[src/rtl/sevenseg_scan_driver_pkg.sv]
// ---------------------------------------------------------------------------
// sevenseg_scan_driver_pkg
//   Shared constants for the safe-lock front-panel seven-segment driver:
//   special display codes, the active-high glyph table and the site-wide
//   glyph mask applied to digit code 4.
//   Segment vectors are ordered {a,b,c,d,e,f,g} = [6:0] and are active-high
//   here; panel polarity is applied only at the output registers.
// ---------------------------------------------------------------------------
package sevenseg_scan_driver_pkg;

    // Site-wide mask XORed into the glyph for code 4. Zero keeps the
    // standard four-segment '4'; panels with a serifed 4 set bit a here.
    localparam logic [6:0] GLYPH_MASK = 7'b0000000;

    // Codes with a non-numeric meaning.
    localparam logic [3:0] CODE_E     = 4'hC;
    localparam logic [3:0] CODE_R     = 4'hD;
    localparam logic [3:0] CODE_BLANK = 4'hE;

    // Active-high "all segments dark" pattern.
    localparam logic [6:0] SEG_OFF    = 7'b0000000;

    // Active-high glyphs, {a,b,c,d,e,f,g}.
    localparam logic [6:0] GLYPH_0 = 7'b1111110;
    localparam logic [6:0] GLYPH_1 = 7'b0110000;
    localparam logic [6:0] GLYPH_2 = 7'b1101101;
    localparam logic [6:0] GLYPH_3 = 7'b1111001;
    localparam logic [6:0] GLYPH_4 = 7'b0110011;
    localparam logic [6:0] GLYPH_5 = 7'b1011011;
    localparam logic [6:0] GLYPH_6 = 7'b1011111;
    localparam logic [6:0] GLYPH_7 = 7'b1110000;
    localparam logic [6:0] GLYPH_8 = 7'b1111111;
    localparam logic [6:0] GLYPH_9 = 7'b1111011;
    localparam logic [6:0] GLYPH_E = 7'b1001111; // a,d,e,f,g
    localparam logic [6:0] GLYPH_R = 7'b0000101; // e,g

    // Converts an active-high pattern to panel polarity.
    function automatic logic [6:0] seg_polarity(input logic [6:0] pattern,
                                                input logic       active_low);
        return active_low ? ~pattern : pattern;
    endfunction

endpackage

[src/rtl/sevenseg_glyph_decode.sv]
// ---------------------------------------------------------------------------
// sevenseg_glyph_decode
//   Purely combinational code-to-glyph decoder. Output is active-high.
//   Ports:
//     code   in  4  display code: 0-9 digits, C='E', D='r', A/B/E/F blank
//     glyph  out 7  segments {a,b,c,d,e,f,g}, active-high
// ---------------------------------------------------------------------------
module sevenseg_glyph_decode
    import sevenseg_scan_driver_pkg::*;
(
    input  logic [3:0] code,
    output logic [6:0] glyph
);

    always_comb begin
        glyph = SEG_OFF;
        case (code)
            4'h0:   glyph = GLYPH_0;
            4'h1:   glyph = GLYPH_1;
            4'h2:   glyph = GLYPH_2;
            4'h3:   glyph = GLYPH_3;
            4'h4:   glyph = GLYPH_4 ^ GLYPH_MASK;
            4'h5:   glyph = GLYPH_5;
            4'h6:   glyph = GLYPH_6;
            4'h7:   glyph = GLYPH_7;
            4'h8:   glyph = GLYPH_8;
            4'h9:   glyph = GLYPH_9;
            CODE_E: glyph = GLYPH_E;
            CODE_R: glyph = GLYPH_R;
            // CODE_BLANK and the unused codes A, B, F all render dark.
            default: glyph = SEG_OFF;
        endcase
    end

endmodule

[src/rtl/sevenseg_scan_driver.sv]
// ---------------------------------------------------------------------------
// sevenseg_scan_driver
//   Time-multiplexed N-digit seven-segment driver. One digit is lit per slot
//   of REFRESH_DIV cycles; the first BLANK_CYCLES of every slot keep all
//   anodes off so the previous digit's segments never ghost onto the next.
//   Display words are written into a shadow buffer and committed to the
//   active buffer only at the frame boundary (wrap into digit 0), so a frame
//   is always drawn from one consistent word.
//
//   Ports:
//     clk, rst     clock, synchronous active-high reset
//     enable       0: outputs dark, divider/digit/blink state frozen
//     load         1-cycle strobe capturing codes/blink_en/dp into shadow
//     codes        4 bits per digit, digit 0 in [3:0] (rightmost)
//     blink_en     per-digit blink enable
//     dp           per-digit decimal point
//     seg          segments {a..g}, polarity per ACTIVE_LOW
//     dp_out       decimal point, polarity per ACTIVE_LOW
//     an           digit enables, polarity per ACTIVE_LOW
//     frame_tick   high during the cycle that wraps into digit 0
//     pending      shadow holds a word not yet committed
// ---------------------------------------------------------------------------
module sevenseg_scan_driver
    import sevenseg_scan_driver_pkg::*;
#(
    parameter int NUM_DIGITS   = 4,
    parameter int REFRESH_DIV  = 50000,
    parameter int BLANK_CYCLES = 16,
    parameter int BLINK_FRAMES = 64,
    parameter int ACTIVE_LOW   = 1
) (
    input  logic                    clk,
    input  logic                    rst,
    input  logic                    enable,
    input  logic                    load,
    input  logic [4*NUM_DIGITS-1:0] codes,
    input  logic [NUM_DIGITS-1:0]   blink_en,
    input  logic [NUM_DIGITS-1:0]   dp,
    output logic [6:0]              seg,
    output logic                    dp_out,
    output logic [NUM_DIGITS-1:0]   an,
    output logic                    frame_tick,
    output logic                    pending
);

    // ---------------------------------------------------------------
    // Elaboration-time parameter checks
    // ---------------------------------------------------------------
    if (NUM_DIGITS < 1) begin : g_bad_digits
        $error("sevenseg_scan_driver: NUM_DIGITS must be >= 1");
    end
    if (BLANK_CYCLES < 0) begin : g_bad_blank
        $error("sevenseg_scan_driver: BLANK_CYCLES must be >= 0");
    end
    if (REFRESH_DIV < BLANK_CYCLES + 2) begin : g_bad_div
        $error("sevenseg_scan_driver: REFRESH_DIV must be >= BLANK_CYCLES+2");
    end
    if (BLINK_FRAMES < 1) begin : g_bad_blink
        $error("sevenseg_scan_driver: BLINK_FRAMES must be >= 1");
    end
    if (ACTIVE_LOW != 0 && ACTIVE_LOW != 1) begin : g_bad_pol
        $error("sevenseg_scan_driver: ACTIVE_LOW must be 0 or 1");
    end

    // ---------------------------------------------------------------
    // Derived constants
    // ---------------------------------------------------------------
    localparam int CODE_W = 4 * NUM_DIGITS;
    localparam int CNT_W  = (REFRESH_DIV  > 1) ? $clog2(REFRESH_DIV)  : 1;
    localparam int DIG_W  = (NUM_DIGITS   > 1) ? $clog2(NUM_DIGITS)   : 1;
    localparam int BLK_W  = (BLINK_FRAMES > 1) ? $clog2(BLINK_FRAMES) : 1;

    localparam logic [CNT_W-1:0] DIV_LAST   = CNT_W'(REFRESH_DIV - 1);
    localparam logic [CNT_W-1:0] DIV_BLANK  = CNT_W'(BLANK_CYCLES);
    localparam logic [DIG_W-1:0] DIG_LAST   = DIG_W'(NUM_DIGITS - 1);
    localparam logic [BLK_W-1:0] BLK_LAST   = BLK_W'(BLINK_FRAMES - 1);

    localparam logic             POL        = (ACTIVE_LOW != 0);
    localparam logic [6:0]       SEG_IDLE   = seg_polarity(SEG_OFF, POL);
    localparam logic [NUM_DIGITS-1:0] AN_IDLE = {NUM_DIGITS{POL}};
    localparam logic [CODE_W-1:0] CODES_RST = {NUM_DIGITS{CODE_BLANK}};

    // ---------------------------------------------------------------
    // State
    // ---------------------------------------------------------------
    logic [CNT_W-1:0]      div_cnt_q,     div_cnt_d;
    logic [DIG_W-1:0]      dig_idx_q,     dig_idx_d;
    logic [BLK_W-1:0]      blink_cnt_q,   blink_cnt_d;
    logic                  blink_phase_q, blink_phase_d;

    logic [CODE_W-1:0]     sh_codes_q,    sh_codes_d;
    logic [NUM_DIGITS-1:0] sh_blink_q,    sh_blink_d;
    logic [NUM_DIGITS-1:0] sh_dp_q,       sh_dp_d;
    logic                  pending_q,     pending_d;

    logic [CODE_W-1:0]     act_codes_q,   act_codes_d;
    logic [NUM_DIGITS-1:0] act_blink_q,   act_blink_d;
    logic [NUM_DIGITS-1:0] act_dp_q,      act_dp_d;

    logic [6:0]            seg_q,         seg_d;
    logic                  dp_out_q,      dp_out_d;
    logic [NUM_DIGITS-1:0] an_q,          an_d;

    // ---------------------------------------------------------------
    // Scan position decode
    // ---------------------------------------------------------------
    logic slot_end;
    logic boundary;

    // Counters only move while enabled, so a disabled driver never
    // reaches a boundary and never commits.
    assign slot_end = enable && (div_cnt_q == DIV_LAST);
    assign boundary = slot_end && (dig_idx_q == DIG_LAST);

    // ---------------------------------------------------------------
    // State register
    // ---------------------------------------------------------------
    always_ff @(posedge clk) begin
        if (rst) begin
            div_cnt_q     <= '0;
            dig_idx_q     <= '0;
            blink_cnt_q   <= '0;
            blink_phase_q <= 1'b0;
            sh_codes_q    <= CODES_RST;
            sh_blink_q    <= '0;
            sh_dp_q       <= '0;
            pending_q     <= 1'b0;
            act_codes_q   <= CODES_RST;
            act_blink_q   <= '0;
            act_dp_q      <= '0;
            seg_q         <= SEG_IDLE;
            dp_out_q      <= POL;
            an_q          <= AN_IDLE;
        end else begin
            div_cnt_q     <= div_cnt_d;
            dig_idx_q     <= dig_idx_d;
            blink_cnt_q   <= blink_cnt_d;
            blink_phase_q <= blink_phase_d;
            sh_codes_q    <= sh_codes_d;
            sh_blink_q    <= sh_blink_d;
            sh_dp_q       <= sh_dp_d;
            pending_q     <= pending_d;
            act_codes_q   <= act_codes_d;
            act_blink_q   <= act_blink_d;
            act_dp_q      <= act_dp_d;
            seg_q         <= seg_d;
            dp_out_q      <= dp_out_d;
            an_q          <= an_d;
        end
    end

    // ---------------------------------------------------------------
    // Next-state: divider, digit index and blink counters
    // ---------------------------------------------------------------
    always_comb begin
        div_cnt_d     = div_cnt_q;
        dig_idx_d     = dig_idx_q;
        blink_cnt_d   = blink_cnt_q;
        blink_phase_d = blink_phase_q;

        if (enable) begin
            if (slot_end) begin
                div_cnt_d = '0;
                dig_idx_d = (dig_idx_q == DIG_LAST) ? '0
                                                    : dig_idx_q + DIG_W'(1);
            end else begin
                div_cnt_d = div_cnt_q + CNT_W'(1);
            end
        end

        // Blink cadence is measured in whole frames.
        if (boundary) begin
            if (blink_cnt_q == BLK_LAST) begin
                blink_cnt_d   = '0;
                blink_phase_d = ~blink_phase_q;
            end else begin
                blink_cnt_d   = blink_cnt_q + BLK_W'(1);
            end
        end
    end

    // ---------------------------------------------------------------
    // Next-state: shadow / active double buffer
    // ---------------------------------------------------------------
    always_comb begin
        sh_codes_d  = sh_codes_q;
        sh_blink_d  = sh_blink_q;
        sh_dp_d     = sh_dp_q;
        pending_d   = pending_q;
        act_codes_d = act_codes_q;
        act_blink_d = act_blink_q;
        act_dp_d    = act_dp_q;

        if (boundary) begin
            if (load) begin
                // A load landing on the commit cycle is newer than anything
                // in the shadow, so it bypasses straight to active. Shadow is
                // kept in step so it never holds stale data.
                act_codes_d = codes;
                act_blink_d = blink_en;
                act_dp_d    = dp;
                sh_codes_d  = codes;
                sh_blink_d  = blink_en;
                sh_dp_d     = dp;
                pending_d   = 1'b0;
            end else if (pending_q) begin
                act_codes_d = sh_codes_q;
                act_blink_d = sh_blink_q;
                act_dp_d    = sh_dp_q;
                pending_d   = 1'b0;
            end
        end else if (load) begin
            // Repeated loads simply overwrite: the last one wins.
            sh_codes_d = codes;
            sh_blink_d = blink_en;
            sh_dp_d    = dp;
            pending_d  = 1'b1;
        end
    end

    // ---------------------------------------------------------------
    // Digit mux and glyph decode
    // ---------------------------------------------------------------
    logic [3:0]            code_sel;
    logic                  blink_sel;
    logic                  dp_sel;
    logic [NUM_DIGITS-1:0] an_onehot;
    logic [6:0]            glyph;

    // Compare-based select keeps non-power-of-two digit counts safe.
    always_comb begin
        code_sel  = CODE_BLANK;
        blink_sel = 1'b0;
        dp_sel    = 1'b0;
        an_onehot = '0;
        for (int i = 0; i < NUM_DIGITS; i++) begin
            if (dig_idx_q == DIG_W'(i)) begin
                code_sel     = act_codes_q[4*i +: 4];
                blink_sel    = act_blink_q[i];
                dp_sel       = act_dp_q[i];
                an_onehot[i] = 1'b1;
            end
        end
    end

    sevenseg_glyph_decode u_glyph_decode (
        .code  (code_sel),
        .glyph (glyph)
    );

    // ---------------------------------------------------------------
    // Output next-state (registered, one cycle behind the scan position)
    // ---------------------------------------------------------------
    logic                  lit;
    logic                  dark_digit;
    logic [6:0]            seg_on;
    logic                  dp_on;
    logic [NUM_DIGITS-1:0] an_on;

    always_comb begin
        // Anodes drive only after the ghost guard of the slot.
        lit        = enable && (div_cnt_q >= DIV_BLANK);
        // A blinking digit goes dark but keeps its anode, so the scan duty
        // (and thus perceived brightness of the other digits) is unchanged.
        dark_digit = blink_sel && blink_phase_q;

        seg_on     = (lit && !dark_digit) ? glyph : SEG_OFF;
        dp_on      = lit && !dark_digit && dp_sel;
        an_on      = lit ? an_onehot : '0;

        seg_d      = seg_polarity(seg_on, POL);
        dp_out_d   = dp_on ^ POL;
        an_d       = an_on ^ AN_IDLE;
    end

    assign seg        = seg_q;
    assign dp_out     = dp_out_q;
    assign an         = an_q;
    assign pending    = pending_q;
    assign frame_tick = boundary && !rst;

endmodule
[config.mk]
export PLATFORM = sky130hd
export DESIGN_NAME = sevenseg_scan_driver
export DESIGN_NICKNAME = d
export VERILOG_FILES = /design/src/rtl/sevenseg_scan_driver_pkg.sv /design/src/rtl/sevenseg_glyph_decode.sv /design/src/rtl/sevenseg_scan_driver.sv
export SDC_FILE = /design/constraint.sdc
export NUM_CORES = 1
export LEC_CHECK = 0
export ABC_AREA = 1
export BUFFER_PORTS_ARGS = -buffer_cell sky130_fd_sc_hd__clkbuf_2
export CORE_UTILIZATION = 30
export CTS_CLUSTER_DIAMETER = 60
export DETAILED_ROUTE_END_ITERATION = 16
export HOLD_SLACK_MARGIN = 0.08
export PLACE_DENSITY_LB_ADDON = 0.25
export SLEW_MARGIN = 10
export SYNTH_ARGS = -nofsm -noshare
export SYNTH_HDL_FRONTEND = slang
export SYNTH_SLANG_ARGS = --single-unit
[constraint.sdc]
create_clock -name clk -period 3 [get_ports clk]
set_input_delay 0.3 -clock clk [delete_from_list [all_inputs] [get_ports clk]]
set_output_delay 0.3 -clock clk [all_outputs]
set_load 0.01 [all_outputs]
==> results of run 1 <==
[worst min-delay path, delay by kind of cell]
kind	cells	cell delay (ns)
AND/OR/NAND/NOR	2	0.13
buffers and inverters	1	0.08
[power by group through the flow]
stage | registers [mW] | clock network (mW) | logic, mW
after floorplan | 1.20 | 0 | 0.0782
after global placement | 1.20 | 0 | 0.114
after detailed placement | 1.20 | 0 | 0.116
after CTS | 1.17 | 1.15 | 0.116
after global routing | 1.18 | 1.21 | 0.130
final | 1.17 | 1.12 | 0.113
[flip-flops by register name, summed over array words and instances (netlist names)]
| name | count |
|---|---|
| pending | 1 |
| act_blink_q | 4 |
| blink_phase_q | 1 |
| act_codes_q | 16 |
| act_dp_q | 4 |
| blink_cnt_q | 6 |
| dig_idx_q | 2 |
| an | 4 |
| sh_dp_q | 4 |
| div_cnt_q | 16 |
| sh_codes_q | 16 |
| dp_out | 1 |
| seg | 7 |
| sh_blink_q | 4 |
[cell type report]
class                      instances  area (sq um)  area share, %
multi-input combinational        407          2033          43.62
tap                              172         215.2          4.617
inverter                          44         165.2          3.544
timing repair buffer              44         227.7          4.886
sequential                        86          1722          36.94
clock inverter                     6         68.82          1.477
clock buffer                      10         229.0          4.913
[metrics by stage]
step	hold WS (ns)	setup WS, ns	power (mW)	utilization [%]	std cells
2_1_floorplan	0.4200	1.144	1.276	-	555
3_3_place_gp	0.4340	1.014	1.313	33.88	753
3_5_place_dp	0.4394	0.9432	1.315	33.88	753
4_1_cts	0.1827	0.9185	2.442	36.20	769
5_1_grt	0.1832	0.6393	2.516	36.20	769
6_report	0.1913	0.9229	2.404	36.20	769
[cell families (layout without fill, tap and decap cells)]
logic type,after synthesis,in the layout
simple gates,347,347
flops,86,86
buf+inv,62,104
compound gates,33,33
fa+ha+maj,12,12
mux,12,12
xor+xnor,3,3
[placed cells by master (no fill, tap or decap), drive strengths merged]
master,Yosys,final
nand2,172,172
nor2,89,89
dfxtp,86,86
nand3,67,67
clkbuf,6,51
inv,43,45
a21oi,21,21
mux2i,12,12
ha,12,12
nor3,8,8
nand4,7,7
o21ai,4,4
buf,12,3
clkinv,1,3
nand3b,2,2
o211ai,2,2
o21a,2,2
xor2,2,2
a21boi,1,1
or2,1,1
o31ai,1,1
nor3b,1,1
a211oi,1,1
xnor2,1,1
o32ai,1,1
bufinv,0,1
clkinvlp,0,1
[path summary, 6_finish.rpt]
kind	startpoint	end	cells past startpoint
min	codes[9]	sh_codes_q[9]	3
max reg2reg	dig_idx_q[0]	seg[2]	12
min reg2reg	sh_codes_q[1]	sh_codes_q[1]	2
max	dig_idx_q[0]	seg[2]	12
[metal layers]
layer	vias up	part of all wire, %	track usage (%)
met1	1561	47	16.72
met4	0	1.4	4.327
met5	-	0	0
met2	66	48	23.35
li1	1844	-	-
met3	8	4.3	4.797
==> summary.txt, run 1 <==
Status
  • Status: completed

Routing
  • Via/cell ratio: roughly 4.5
  • TritonRoute pass-1 iters: 4
  • Residual DRC: 0
  • Final ANT Viol Nets: 0
  • WL per Instance: 11.49 um
  • WL final: 8.839 mm
  • Initial DRC count: 189
  • Via count: approximately 3500

Clocking
  • CTS sink cnt: 86
  • TritonCTS Buffers: 9
  • Clk buf depth: 2
  • Worst skew pair latency: between 0.3 and 0.4 ns
  • Root Buffer: clkbuf_16
  • Post-cts sizing count: 0
  • Htree depth: 3
  • CTS Hold Buffers Added: 0
  • Post-CTS Setup Repair Bufs: 0
  • CTS tree: built
  • CTS clock-pin slew for the worst setup and hold paths: 0.07 ns

Setup path
  • Cell mode on critical path: inv_1
  • Crit path cell chain: inv_1 -> ha_1 -> inv_1 -> nor2_1 -> nor2_1 -> a21boi_1 -> ha_1 -> inv_1 -> nand3_1 -> nand2_1 -> nand2_1 -> nand3_1
  • CP top delay family: adder cells
  • Worst path bufs/invs: 3
  • Crit path kind: reg -> reg
  • Slowest stage delay, CP: 0.35 ns
  • CP Data Arrival Time: 2.30 ns
  • Startpoint types: flop
  • Worst path slowest cell: dfxtp_1
  • Reg2Reg Setup Slack: 0.92 ns
  • WP data required: 3.22 ns
  • CP Capture Type: flop
  • Maximum fanout along the worst path: 8

STA
  • RSZ-0062 raised after global routing: no
  • Setup TNS: 0 ns
  • Worst-margin pin slew: roughly 0.52 ns
  • Final hold violation count: 0
  • Final setup violation count: 0
  • Slew Limit Fails: 0
  • Fin crit share: 69.24%
  • Minimum clock period after layout: a little over 2 ns
  • Fmax: 0.4814 GHz
  • Setup Skew: 0.007652 ns
  • Slew headroom: 65.22%

Logic synthesis
  • EDFF count, synth: 0
  • Cells after synthesis: 555
  • Top-area cell type share of the netlist area: between 40 and 50%
  • Post-synthesis compound-gate area fraction: 4.722%
  • Avg Cell Area, Syn: around 7.3 sq um
  • Synth warnings: 0
  • Proportion of synthesized area in mux cells: 2.982%
  • Post-Synthesis Net Count: 595
  • Synth Area in Simple Gates: between 30% and 40%
  • Synth async-reset ratio: 0%
  • Synth area leaders: dfxtp_1 (43%), nand2_1 (15%), nand3_1 (8.0%), nor2_1 (7.1%), ha_1 (3.7%)
  • Netlist cell types: 37
  • XOR/XNOR Fraction of Synth Area: 0.6524%
  • Largest area contributor in the synthesized netlist: dfxtp_1
  • Sequential-to-total area share from yosys stat: 42.75%
  • Top FF cell, synth: dfxtp_1
  • Count leader, synth: nand2_1
  • Synth top cells by count: nand2_1 (166), dfxtp_1 (86), nor2_1 (76), nand3_1 (64), inv_1 (37)
  • Largest family of logic cells by synthesized area: simple AND/OR/NAND/NOR gates
  • Post-synthesis register bit count: 86
  • Adder-cell share of the synthesized area: 3.728%
  • Synth Cell Area: 4028 sq um

Pwr
  • Leak Pwr: approximately 2.1 nW
  • Peak supply drop: 0.2445 mV
  • Combinational power share: 4.7%
  • Seq pwr share: between 40% and 50%
  • Clock share of power: a little under half
  • Power Internal: 1.858 mW
  • Net switching power: 0.5460 mW
  • Switching Fraction: 22.71%
  • PwrDens: roughly 520 nW/um^2

Placement
  • Placed inst area: about 4400 sq um
  • Routability cong.: 0.8272
  • Post-DP HPWL: roughly 6.7 mm
  • IO Port Bufs: between 40 and 50

Cells and area
  • Layout filler cell count: 1362
  • Fin area: 4661 sq um
  • Antenna cells: 0
  • Nets@finish: roughly 630
  • Share of cells above drive strength 1: 14.91%
  • Synthesis-to-layout area growth: 15.72%

Job
  • Max-Cap Viols: 0

Global route
  • First-pass GRT wire length: 15.56 mm
  • Initial antenna violation count: 0
  • Vias in the first global route: 3429
  • Largest net degree at the start of global routing: 43
  • Grt total ovfl: 0
  • Total track usage: 13.96%

Die
  • Ports: 42
  • Die Area: 13890 sq um
  • Floorplan row count: a little over 40
  • Core area: 12880 sq um
  • Die height: 117.9 um
  • Die Wd: around 120 um
  • Initial Utilization: 31.28%

Min path
  • Worst hold-check path type: in -> reg
(Power assumes the default switching activity.)
==> inputs of run 2 (changes only) <==
Clock period 3 ns to 2.1 ns, I/O delays scaled along.
==> run 2 against run 1 <==
Against the previous run:
- maximum frequency increased by 7.6%
- clock skew about the same
- utilization increased by 0.71 points
- sequential share of layout area shrank 0.71 points
- power up 47%
- die area unchanged
- critical path type unchanged
==> summary.txt, run 2 (synthesis gave the netlist of run 1 again) <==
STA
  • RSZ-0062 raised after global routing: no
  • Fmax: 0.5182 GHz
  • Setup TNS: 0 ns
  • Minimum clock period after layout: 1.930 ns
  • Slew headroom: 71.47%
  • Hold slack: between 0.1 and 0.15 ns
  • Setup Skew: roughly 0.0076 ns
  • Worst-margin pin slew: 0.4247 ns
  • Final setup violation count: 0
  • PnR worst setup slack: about 0.17 ns
  • Fin crit share: 91.90%
  • Final hold violation count: 0
  • Slew Limit Fails: 0

Setup path
  • Crit path kind: reg -> reg
  • Maximum fanout along the worst path: 6
  • CP Data Arrival Time: around 2.1 ns
  • Reg2Reg Setup Slack: 0.17 ns
  • WP data required: 2.31 ns
  • CP Capture Type: flop
  • Reg2reg end: seg[3]
  • Startpoint types: flop
  • RR Startpoint: dig_idx_q[1]
  • Reg2Reg Depth: 12

Clocking
  • Worst skew pair latency: 0.34 ns
  • Htree depth: 3
  • CTS sink cnt: 86
  • CTS tree: built
  • CTS Hold Buffers Added: 0
  • TritonCTS Buffers: 9
  • CTS clock-pin slew for the worst setup and hold paths: 0.06 ns
  • Clk buf depth: 2
  • Root Buffer: clkbuf_16

Routing
  • Via count: 3503
  • WL per Instance: 11.63 um
  • Via/cell ratio: 4.508
  • Initial DRC count: 174
  • TritonRoute pass-1 iters: 4
  • Residual DRC: 0
  • WL final: about 9 mm
  • Final ANT Viol Nets: 0

Global route
  • Grt total ovfl: 0
  • M1 GR Usage: about 18%
  • Met3 Usage GRT: 3.828%
  • GR Util met2: 23.01%
  • Grt peak-use layer: met2
  • Largest net degree at the start of global routing: 26
  • Total track usage: 14.17%
  • First-pass GRT wire length: 15.87 mm
  • Vias in the first global route: approximately 3400
  • Initial antenna violation count: 0

Pwr
  • PwrDens: 743.4 nW/um^2
  • Leak Pwr: 2.184 nW
  • Peak supply drop: 0.4538 mV

Die
  • Die height: 117.9 um
  • Initial Utilization: 31.28%
  • Die Wd: 117.9 um
  • Floorplan row count: 41
  • Ports: 42
  • Core area: around 13000 sq um
  • Die Area: 13890 sq um

Cells and area
  • Antenna cells: 0
  • Nets@finish: 640
  • Synthesis-to-layout area growth: 17.99%
  • Share of cells above drive strength 1: 17.02%
  • Commonest cells after routing, fill and taps aside: nand2_1 (166), dfxtp_1 (86), nor2_1 (75)
  • Top flop regs: act_codes_q (16), div_cnt_q (16), sh_codes_q (16)
  • Fin area: roughly 4800 sq um
  • Non-filler cells, final: approximately 800
  • Most common cell after layout, fill and taps aside: nand2_1

Status
  • Status: completed

Min path
  • Worst min-delay path startpoint: codes[15]
  • Min-Delay Path Depth: 3
  • Worst Hold End: sh_codes_q[15]
  • Worst hold-check path type: in -> reg

Placement
  • IO Port Bufs: just over 40
  • Routability cong.: a little over 0.8
  • Placed inst area: 4408 sq um
  • Placed Cells: 759
  • Post-DP HPWL: 6.801 mm
  • Dpl ws: -0.01098 ns

Job
  • Max-Cap Viols: 0
==> run 2: cell count changes in the layout (fill, tap and decap cells not counted), moves of 2 or more <==
cell / before / now
buf_4: 3 / 11
ha_1: 12 / 9
ha_2: 0 / 3
inv_6: 2 / 0
==> run 2: critical path: stages, from the launching register on <==
cell      delay (ns)
dfxtp_1         0.36
inv_1           0.09
ha_1            0.27
inv_2           0.14
nand2_1         0.06
nand3_1         0.06
nand2_1         0.05
nand2_1         0.15
inv_1           0.09
ha_1            0.20
nand3b_1        0.17
nand3_1         0.10
nand3_1         0.07
==> run 2: worst max-delay path by stage <==
stage                       startpoint      to  slack, ns  cells after the start
after floorplan           dig_idx_q[0]  seg[3]       0.24                      9
after global placement    dig_idx_q[0]  seg[1]       0.13                     12
after detailed placement  dig_idx_q[0]  seg[1]      -0.01                     12
after CTS                 dig_idx_q[0]  seg[3]       0.07                     11
after global routing      dig_idx_q[0]  seg[1]      0.009                     11
final                     dig_idx_q[1]  seg[3]       0.17                     12
==> run 2: repair_timing <==
item	CTS	global route
resized for setup	1	5
setup buffers	0	2
pin swaps	0	1
endpoints found under the setup margin	2	7
==> run 2: layer usage <==
| layer | up-vias | share of wire, % |
|---|---|---|
| li1 | 1862 | - |
| met1 | 1579 | 49 |
| met2 | 51 | 47 |
| met3 | 11 | 3.2 |
| met4 | 0 | 1.4 |
| met5 | - | 0 |
==> run 2: power breakdown <==
part           total (mW)  leakage, nW  switching [mW]  internal, mW
registers            1.68        0.700          0.0117          1.67
logic               0.168         1.33           0.105        0.0624
clock network        1.69        0.152           0.648          1.04
==> run 2: final cells by class <==
type | instances | area [sq um]
well taps | 172 | 215.2
inverters | 44 | 165.2
multi-input cells | 407 | 2047
repair buffers | 52 | 287.8
flip-flops and latches | 86 | 1722
fillers | 1344 | 8124
clock buffers | 10 | 229.0
clock inverters | 6 | 86.33
==> run 2: metrics by stage <==
step / total power, mW / utilization (%)
after floorplan: 1.822 / -
after global routing: 3.677 / 36.91
after detailed placement: 1.884 / 34.23
after global placement: 1.880 / 34.23
final: 3.533 / 36.91
after CTS: 3.583 / 36.71
==> inputs of run 3 (changes only) <==
Settings changed: ABC_AREA 1 to 0, CELL_PAD_IN_SITES_DETAIL_PLACEMENT from default to 1, CELL_PAD_IN_SITES_GLOBAL_PLACEMENT from default to 1.
==> run 3 against run 2 <==
Against the previous run:
- global-route usage is 0.80 points higher
- wire length is 2.9% lower
- largest cell class unchanged
- power is 1.5% higher
- sequential power hardly changed
==> summary.txt, run 3 <==
STA
  • Final setup violation count: 0
  • Slew Limit Fails: 0
  • Final hold violation count: 0
  • Setup Skew: 0.01027 ns
  • Minimum clock period after layout: 2.017 ns
  • Worst-margin pin slew: 0.5080 ns
  • Fmax: 0.4957 GHz
  • Fin crit share: a little over nine tenths
  • Slew headroom: 66.13%

Clocking
  • Worst skew pair latency: ~0.35 ns
  • Clk buf depth: 2
  • CTS sink cnt: 86
  • CTS Hold Buffers Added: 0
  • Htree depth: 3
  • CTS tree: built
  • CTS clock-pin slew for the worst setup and hold paths: 0.06 ns
  • Root Buffer: clkbuf_16
  • TritonCTS Buffers: 9

Setup path
  • WP data required: 1.89 ns
  • CP top delay family: simple AND/OR/NAND/NOR gates
  • Startpoint types: flop
  • Crit path cell chain: or4_4 -> nor4_4 -> nand3_4 -> nor2_4 -> clkbuf_2
  • Crit path kind: reg -> out
  • Worst path slowest cell: or4_4
  • Maximum fanout along the worst path: 2
  • CP Capture Type: primary output
  • Reg2Reg Setup Slack: 0.09 ns
  • CP Data Arrival Time: 1.81 ns
  • Worst path bufs/invs: 1
  • Slowest stage delay, CP: between 0.5 and 0.6 ns

Logic synthesis
  • Synth warnings: 0
  • Top FF cell, synth: dfxtp_1
  • Post-synthesis compound-gate area fraction: 13.78%
  • Synth area leaders: dfxtp_1 (47%), nor2_1 (5.8%), nand2_1 (5.7%), ha_1 (4.1%), o21ai_0 (3.9%)
  • Largest family of logic cells by synthesized area: simple AND/OR/NAND/NOR gates
  • Synth Area in Simple Gates: 23.81%
  • EDFF count, synth: 0
  • Cells after synthesis: 420
  • Post-synthesis register bit count: 86
  • Synth async-reset ratio: 0%
  • Synth top cells by count: dfxtp_1 (86), nor2_1 (57), nand2_1 (56), o21ai_0 (29), a21oi_1 (18)
  • Top-area cell type share of the netlist area: 46.80%
  • Synth Cell Area: 3679 sq um
  • Post-Synthesis Net Count: 460
  • Proportion of synthesized area in mux cells: under 10%
  • Count leader, synth: dfxtp_1
  • Avg Cell Area, Syn: 8.758 sq um
  • XOR/XNOR Fraction of Synth Area: 3.571%
  • Sequential-to-total area share from yosys stat: 46.80%
  • Largest area contributor in the synthesized netlist: dfxtp_1
  • Adder-cell share of the synthesized area: 4.082%
  • Netlist cell types: 43

Global route
  • Initial antenna violation count: 0
  • Largest net degree at the start of global routing: 63
  • Total track usage: around 15%
  • Grt total ovfl: 0
  • First-pass GRT wire length: 14.99 mm
  • Vias in the first global route: around 3100

Pwr
  • Total power: 3.584 mW
  • Switching Fraction: a little over a fifth
  • PwrDens: 777.2 nW/um^2
  • Power Internal: 2.813 mW
  • Leak Pwr: 1.804 nW
  • Combinational power share: 4.1%
  • Clock share of power: 49.2%
  • Net switching power: 0.7710 mW
  • Seq pwr share: 46.7%
  • Peak supply drop: approximately 0.38 mV

Die
  • Ports: 42
  • Die height: 112.7 um
  • Die Area: roughly 13000 sq um
  • Floorplan row count: 40
  • Die Wd: 112.7 um
  • Initial Utilization: 30.75%
  • Core area: between 10000 and 15000 sq um

Cells and area
  • Non-filler cells, final: 627
  • Synthesis-to-layout area growth: 25.37%
  • Nets@finish: 515
  • Commonest cells after routing, fill and taps aside: dfxtp_1 (83), nand2_1 (56), nor2_1 (56)
  • Most common cell after layout, fill and taps aside: dfxtp_1
  • Top flop regs: act_codes_q (16), div_cnt_q (16), sh_codes_q (16)
  • Antenna cells: 0
  • Share of cells above drive strength 1: between 20% and 30%

Routing
  • Final ANT Viol Nets: 0
  • Residual DRC: 0
  • Initial DRC count: 111
  • WL per Instance: 14.00 um
  • TritonRoute pass-1 iters: 4
  • Via count: a little over 3000
  • Via/cell ratio: 4.829
  • WL final: 8.775 mm

Placement
  • Post-DP HPWL: 6.072 mm
  • Placed Cells: 607
  • IO Port Bufs: 41
  • Routability cong.: 0.7639

Status
  • Status: completed

Min path
  • Worst hold-check path type: in -> reg

Job
  • Max-Cap Viols: 0
==> run 3: cell types whose count changed in the layout (fill, tap and decap cells not counted), moves of 6 or more <==
cell,delta
inv_1,-29
nor2_1,-19
xor2_1,+12
o21ai_0,+24
buf_4,+11
nand2b_1,+13
a211o_1,+12
nor2b_1,+12
nand3_1,-51
nor3_1,-6
nand2_1,-110
nor2_2,-7
==> run 3: per-stage QoR <==
stage | TNS, ns | util, % | setup WS [ns] | cell area (sq um) | hold WS [ns]
global placement | 0 | 34.63 | 0.09745 | 4143 | 0.4493
floorplan | 0 | - | 0.05442 | 3684 | 0.3529
global route | -0.01564 | 38.56 | -0.01123 | 4612 | 0.09817
detailed placement | -0.03261 | 34.63 | -0.01177 | 4143 | 0.4548
finish | 0 | 38.56 | 0.08259 | 4612 | 0.1015
CTS | -0.02898 | 37.70 | -0.02898 | 4509 | 0.09251
==> run 3: layout make-up <==
class / count / area, sq um
Multi-Input combinational cell: 301 / 1906
Tap cell: 147 / 183.9
Inverter: 11 / 41.29
Clock buffer: 10 / 239.0
Clock inverter: 6 / 92.59
Sequential cell: 86 / 1728
Fill cell: 1396 / 7350
Timing Repair Buffer: 66 / 421.7
==> run 3: kinds of logic (layout without fill, tap and decap cells) <==
group	count (synthesis)	after routing
compound gates	79	79
xor+xnor	15	15
fa+ha+maj	12	12
buf+inv	33	93
flops	86	86
mux	14	14
simple gates	181	181
==> run 3: power groups by stage <==
stage | combinational, mW | sequential [mW] | clock [mW]
floorplan | 0.0943 | 1.71 | 0
global placement | 0.145 | 1.71 | 0
detailed placement | 0.150 | 1.71 | 0
CTS | 0.152 | 1.67 | 1.82
global route | 0.167 | 1.67 | 1.89
finish | 0.147 | 1.67 | 1.76
==> run 3: path summary, 6_finish.rpt <==
path | start | end | depth (start not counted)
max | div_cnt_q[10] | frame_tick | 5
max reg2reg | dig_idx_q[0] | seg[6] | 10
min reg2reg | act_codes_q[0] | act_codes_q[0] | 2
min | codes[14] | sh_codes_q[14] | 2
==> run 3: layer usage <==
metal  track usage, %  vias up  share of wire [%]
met5                0        -                  0
met2            26.63       34                 50
met3            3.428        7                2.4
met1            17.41     1445                 46
li1                 -     1542                  -
met4            5.867        0                1.2
==> run 3: timing repair <==
item,in CTS,in global routing
cloned,0,0
pin swaps,4,8
setup endpoints to repair,5,37
gates resized for setup,6,23
buffers inserted,2,2
